File: config.mk
export PLATFORM = sky130hd
export DESIGN_NAME = nap_countdown_timer
export DESIGN_NICKNAME = d
export VERILOG_FILES = /design/src/rtl/nap_timer_pkg.sv /design/src/rtl/nap_tick_gen.sv /design/src/rtl/nap_countdown_timer.sv
export SDC_FILE = /design/constraint.sdc
export NUM_CORES = 1
export LEC_CHECK = 0
export ABC_AREA = 1
export BUFFER_PORTS_ARGS = -buffer_cell sky130_fd_sc_hd__buf_4
export CAP_MARGIN = 25
export CORE_AREA = 2 2 120 122
export DETAILED_ROUTE_END_ITERATION = 8
export DIE_AREA = 0 0 122 124
export HOLD_SLACK_MARGIN = 0.06
export PLACE_DENSITY = 0.53
export SYNTH_ARGS = -nofsm -noshare
export SYNTH_HDL_FRONTEND = slang
export SYNTH_SLANG_ARGS = --single-unit
File: constraint.sdc
create_clock -name clock -period 3 [get_ports clock]
set_input_delay 0.3 -clock clock [delete_from_list [all_inputs] [get_ports clock]]
set_output_delay 0.3 -clock clock [all_outputs]
set_load 0.05 [all_outputs]
File: src/rtl/nap_timer_pkg.sv
// ============================================================================
// Module   : nap_timer_pkg
// Brief    : Shared states, BCD limits and width helpers for the nap timer.
// Revision : 1.0
// ============================================================================
`default_nettype none

package nap_timer_pkg;

   typedef enum logic [1:0] {
      ST_IDLE  = 2'd0,
      ST_RUN   = 2'd1,
      ST_PAUSE = 2'd2,
      ST_ALARM = 2'd3
   } state_t;

   typedef struct packed {
      logic [3:0] one_min;
      logic [3:0] ten_sec;
      logic [3:0] one_sec;
   } nap_time_t;

   localparam logic [3:0] C_BCD_MAX_ONES = 4'd9;
   localparam logic [3:0] C_BCD_MAX_TENS = 4'd5;

   // Ceiling log2 with a floor of one bit, so tiny parameters still get a register.
   function automatic int unsigned clog2(input int unsigned value);
      int unsigned w;
      w = 1;
      while ((64'd1 << w) < 64'(value)) w = w + 1;
      return w;
   endfunction

   function automatic int unsigned alarm_cnt_width(input int unsigned secs);
      return clog2(secs);
   endfunction

endpackage

`default_nettype wire

File: src/rtl/nap_tick_gen.sv
// ============================================================================
// Module   : nap_tick_gen
// Brief    : Prescaler producing a one-cycle tick every CLK_DIV clocks.
// Revision : 1.0
// ============================================================================
`default_nettype none

module nap_tick_gen
   import nap_timer_pkg::*;
#(
   parameter int unsigned CLK_DIV = 50_000_000,
   parameter int unsigned CNT_W   = clog2(CLK_DIV)
) (
   input  logic clock,
   input  logic reset,
   input  logic clear_i,
   input  logic hold_i,
   output logic tick_o
);

   localparam logic [CNT_W-1:0] C_LAST = CNT_W'(CLK_DIV - 1);

   logic [CNT_W-1:0] cnt_q;
   logic [CNT_W-1:0] cnt_d;
   logic             at_last;

   assign at_last = (cnt_q == C_LAST);

   always_comb begin
      cnt_d = cnt_q;
      if (clear_i) begin
         cnt_d = '0;
      end else if (!hold_i) begin
         cnt_d = at_last ? '0 : cnt_q + CNT_W'(1);
      end
   end

   always_ff @(posedge clock or posedge reset) begin
      if (reset) begin
         cnt_q <= '0;
      end else begin
         cnt_q <= cnt_d;
      end
   end

   assign tick_o = at_last && !clear_i && !hold_i;

endmodule

`default_nettype wire

File: src/rtl/nap_countdown_timer.sv
// ============================================================================
// Module   : nap_countdown_timer
// Brief    : BCD nap countdown (M:SS) with alarm phase; optional pause
//            support enabled by defining NAP_PAUSE_EN.
// Revision : 1.0
// ============================================================================
`default_nettype none

module nap_countdown_timer
   import nap_timer_pkg::*;
#(
   parameter int unsigned CLK_DIV    = 50_000_000,
   parameter int unsigned ALARM_SECS = 10
) (
   input  logic       clock,
   input  logic       reset,
   input  logic [3:0] preset_one_sec,
   input  logic [3:0] preset_ten_sec,
   input  logic [3:0] preset_one_min,
   input  logic       start,
   input  logic       stop,
   input  logic       ack,
   input  logic       pause,
   output logic [3:0] rem_one_sec,
   output logic [3:0] rem_ten_sec,
   output logic [3:0] rem_one_min,
   output logic       running,
   output logic       done,
   output logic       alarm
);

   localparam int unsigned       C_ALM_W    = alarm_cnt_width(ALARM_SECS);
   localparam logic [C_ALM_W-1:0] C_ALM_LAST = C_ALM_W'(ALARM_SECS - 1);
   localparam nap_time_t         C_TIME_001 = 12'h001;

   state_t             state_q, state_d;
   nap_time_t          preset_q, preset_d;
   nap_time_t          count_q, count_d;
   logic [C_ALM_W-1:0] alm_cnt_q, alm_cnt_d;
   logic               start_q;
   logic               was_alarm_q;
   logic               done_q;

   logic               start_rise;
   logic               capture;
   nap_time_t          clamped;
   logic               tick;
   logic               presc_clear;
   logic               presc_hold;

   function automatic logic [3:0] clamp_digit(input logic [3:0] d, input logic [3:0] lim);
      return (d > lim) ? lim : d;
   endfunction

   function automatic nap_time_t bcd_dec(input nap_time_t t);
      nap_time_t r;
      r = t;
      if (t.one_sec != 4'd0) begin
         r.one_sec = t.one_sec - 4'd1;
      end else begin
         r.one_sec = C_BCD_MAX_ONES;
         if (t.ten_sec != 4'd0) begin
            r.ten_sec = t.ten_sec - 4'd1;
         end else begin
            r.ten_sec = C_BCD_MAX_TENS;
            r.one_min = t.one_min - 4'd1;
         end
      end
      return r;
   endfunction

   assign start_rise      = start && !start_q;
   assign capture         = |{preset_one_min, preset_ten_sec, preset_one_sec};
   assign clamped.one_min = clamp_digit(preset_one_min, C_BCD_MAX_ONES);
   assign clamped.ten_sec = clamp_digit(preset_ten_sec, C_BCD_MAX_TENS);
   assign clamped.one_sec = clamp_digit(preset_one_sec, C_BCD_MAX_ONES);

   // Prescaler sits at zero in IDLE so the first tick lands CLK_DIV cycles into RUN.
   assign presc_clear = (state_q == ST_IDLE);

`ifdef NAP_PAUSE_EN
   assign presc_hold = pause && ((state_q == ST_RUN) || (state_q == ST_PAUSE));
`else
   logic pause_unused;
   assign pause_unused = pause;
   assign presc_hold   = 1'b0;
`endif

   nap_tick_gen #(
      .CLK_DIV (CLK_DIV)
   ) u_tick_gen (
      .clock   (clock),
      .reset   (reset),
      .clear_i (presc_clear),
      .hold_i  (presc_hold),
      .tick_o  (tick)
   );

   always_comb begin
      state_d   = state_q;
      preset_d  = preset_q;
      count_d   = count_q;
      alm_cnt_d = '0;
      case (state_q)
         ST_IDLE: begin
            if (capture) preset_d = clamped;
            if (!stop && start_rise && (preset_q != '0)) begin
               state_d = ST_RUN;
               count_d = preset_q;
            end
         end
         ST_RUN, ST_PAUSE: begin
            if (stop) begin
               state_d = ST_IDLE;
               count_d = '0;
            end
`ifdef NAP_PAUSE_EN
            else if (pause) begin
               state_d = ST_PAUSE;
            end
`endif
            else begin
               state_d = ST_RUN;
               if (tick) begin
                  if (count_q == C_TIME_001) begin
                     state_d = ST_ALARM;
                     count_d = '0;
                  end else begin
                     count_d = bcd_dec(count_q);
                  end
               end
            end
         end
         ST_ALARM: begin
            count_d   = '0;
            alm_cnt_d = alm_cnt_q;
            if (stop || ack) begin
               state_d = ST_IDLE;
            end else if (tick) begin
               if (alm_cnt_q == C_ALM_LAST) begin
                  state_d = ST_IDLE;
               end else begin
                  alm_cnt_d = alm_cnt_q + C_ALM_W'(1);
               end
            end
         end
         default: begin
            state_d = ST_IDLE;
            count_d = '0;
         end
      endcase
   end

   always_ff @(posedge clock or posedge reset) begin
      if (reset) begin
         state_q     <= ST_IDLE;
         preset_q    <= '0;
         count_q     <= '0;
         alm_cnt_q   <= '0;
         start_q     <= 1'b0;
         was_alarm_q <= 1'b0;
         done_q      <= 1'b0;
      end else begin
         state_q     <= state_d;
         preset_q    <= preset_d;
         count_q     <= count_d;
         alm_cnt_q   <= alm_cnt_d;
         start_q     <= start;
         was_alarm_q <= (state_q == ST_ALARM);
         done_q      <= (state_q == ST_ALARM) && !was_alarm_q;
      end
   end

   always_comb begin
      {rem_one_min, rem_ten_sec, rem_one_sec} = count_q;
      case (state_q)
         ST_IDLE:  {rem_one_min, rem_ten_sec, rem_one_sec} = preset_q;
         ST_ALARM: {rem_one_min, rem_ten_sec, rem_one_sec} = 12'h000;
         default:  {rem_one_min, rem_ten_sec, rem_one_sec} = count_q;
      endcase
   end

   assign running = (state_q == ST_RUN) || (state_q == ST_PAUSE);
   assign alarm   = (state_q == ST_ALARM);
   assign done    = done_q;

endmodule

`default_nettype wire
==> summary.txt <==
Synth
  • Most common cell in the netlist: nand2_1
  • Post-synth EDFFs: 0
  • Seq/Total Area, Yosys: 0.403
  • Yosys reg bits: 59
  • Top FF cell, synth: dfrtp_1
  • Largest area contributor in the netlist: dfrtp_1
  • Yosys top cell area share: 0.403
  • Yosys cell types: 37
  • Cell count after synthesis: 513
  • Syn Std Cell Area: 3660 um^2
  • Syn Area/Cell: 7.14 um^2
  • Ys Warns: 0
  • Area contributors post-synth: dfrtp_1 40%, nand2_1 15%, nor2_1 7.9%
  • Post-Syn Nets: 539
  • Post-synth top cells: 146 x nand2_1, 77 x nor2_1, 59 x dfrtp_1
  • Ys async rst share: 1.00

Floorplanning
  • Starting Density: 0.267
  • Die Width: 122 um
  • Die area: 15100 um^2
  • DIE HEIGHT: 124 um
  • Row count: 43
  • IO Pins: 33
  • Core area: 13700 um^2

Min path
  • Worst hold path type: in -> async

Clock tree
  • Post_cts resized: 0
  • Root Buffer: clkbuf_16
  • Post-CTS Setup Bufs: 0
  • Clock-pin slew on the worst setup and hold paths: 50 ps
  • Max clock buf depth: 2
  • CTS tree: built
  • CTS Buf Count: 9
  • Worst-skew pair later-pin latency: 330 ps
  • Hold Buf Count CTS: 0
  • H-tree depth: 3
  • Clock Sinks: 59

Power
  • Worst vdd ir: 0.000297 V
  • Logic pwr share: 0.434
  • Psw: 1690 uW
  • P_int: 2180 uW
  • Pwr dens: 876 nW/um^2
  • Switching power share of the total: 0.437
  • P_leak: 0.00199 uW
  • Clk pwr share: 0.283
  • Seq pwr share: 0.283

Timing
  • Final setup TNS: 0 ps
  • Final Setup Violations: 0
  • Worst Skew: 6.64 ps
  • Final min period: 2690 ps
  • Achievable frequency: 0.372 GHz
  • Slew HR: 0.624
  • Worst slew pin tran: 564 ps
  • RSZ-0062 raised after global routing: no
  • Fin. Hold Viols: 0
  • Slew Limit Fails: 0
  • Fin crit share: 0.896

Global route
  • First-pass GRT wire length: 16000 um
  • Initial antenna violation count: 0
  • Total gr overflow: 0
  • Gr usage total: 0.134
  • Vias in the first global route: 3307
  • Largest net degree at the start of global routing: 35

Placement
  • Placed instance area: 4100 um^2
  • Port Buffers: 31
  • Detail Placement HPWL: 7140 um
  • Routability Congestion: 0.904

Critical path
  • Worst EP required: 2700 ps
  • Startpoint types: flip-flop
  • CP Capture Type: output pin
  • CP arrival: 2390 ps
  • Critical path class: reg -> out
  • Crit-path max FO: 17

Detailed routing
  • Routed wire length: 9380 um
  • DRC Markers: 0
  • Vias/cell: 4.57
  • ANT nets after route: 0
  • Via count of the routed design: 3360
  • 1st-iter DRT viols: 287
  • Post-DR wirelength/cell: 12.7 um
  • First-pass detailed-route iteration total: 4

Status
  • Outcome: complete, no violations

Finish
  • Filler cells: 1472
  • Fin util: 0.322
  • Combined area of the multi-input logic cells: 1930 um^2
  • Seq. cell area: 1480 um^2
  • Share of layout cells above drive strength 1: 0.137
  • # diodes: 0
  • Nets: 577
  • Post-route cell area: 4420 um^2
  • Synthesis-to-layout area growth: 20.6%

Job
  • Max Cap Violations: 0
sequential cells by signal (all words and copies together) (netlist names):
signal            cells
count_q              12
state_q               2
was_alarm_q           1
start_q               1
alm_cnt_q             4
preset_q             12
u_tick_gen.cnt_q     26
done                  1
path summary, 6_finish.rpt:
check,start,to,slack (ps),depth (start not counted)
max,state_q[0],rem_one_sec[3],310,6
min,reset,preset_q[7],40,2
max reg2reg,state_q[0],count_q[9],860,9
min reg2reg,was_alarm_q,done,400,1
max in group asynchronous,reset,alm_cnt_q[3],2110,3
min in group clock,start,start_q,100,1
worst max-delay path, stage by stage, from the launching register on:
cell,delay [ps]
dfrtp_1,370
inv_1,70
ha_1,370
inv_1,420
nand2_1,330
o22ai_1,250
buf_4,240
logic make-up (layout without fill, tap and decap cells):
family                   Yosys count  in the layout  synth area share
flip-flops                        59             59             0.403
XOR/XNOR                          14             14            0.0335
buffers and inverters             63            106            0.0701
AND/OR/NAND/NOR                  312            312             0.378
AO/OA/AOI/OAI                     57             57            0.0875
adder cells (fa/ha/maj)            8              8            0.0273
stage by stage:
| step | total power [uW] | instances | setup slack, ps | hold slack [ps] |
|---|---|---|---|---|
| 2_1_floorplan | 2340 | 513 | 99.6 | 331 |
| 3_3_place_gp | 2780 | 720 | 750 | 382 |
| 3_5_place_dp | 2780 | 720 | 679 | 387 |
| 4_1_cts | 3900 | 736 | 316 | 65.2 |
| 5_1_grt | 4160 | 736 | 96.7 | 87.8 |
| 6_report | 3870 | 736 | 311 | 37.5 |
layout make-up:
type / count / share of cell area
multi-input cells: 391 / 0.437
flip-flops and latches: 59 / 0.334
repair buffers: 35 / 0.0595
clock buffers: 9 / 0.0510
well taps: 180 / 0.0510
inverters: 55 / 0.0467
clock inverters: 7 / 0.0210
power groups by stage:
stage          clock (uW)  combinational [uW]  sequential [uW]
2_1_floorplan           0                1280             1060
3_3_place_gp            0                1670             1100
3_5_place_dp            0                1680             1110
4_1_cts              1120                1680             1090
5_1_grt              1160                1880             1120
6_report             1090                1680             1090
routing by layer:
metal,global-route usage,part of all wire
met1,0.180,0.49
met2,0.213,0.45
met3,0.0353,0.041
met4,0.0409,0.016
met5,0,0
placed cells by master (no fill, tap or decap), drive strengths merged:
cell type,synthesis,final
o21bai,1,1
nor2,85,85
o21ai,31,31
xor2,13,13
bufinv,0,2
nand4,11,11
a21o,1,1
ha,8,8
nand3,39,39
inv,54,54
nand2,152,152
o22ai,14,14
dfrtp,59,59
nor3,13,13
clkbuf,4,9
or2,6,6
clkinvlp,0,3
o31ai,1,1
buf,4,35
a211o,1,1
nand3b,1,1
nor4,1,1
nor3b,4,4
a31oi,2,2
xnor2,1,1
clkinv,1,3
a21oi,6,6
No activity file was read; power rests on OpenSTA's default activity.
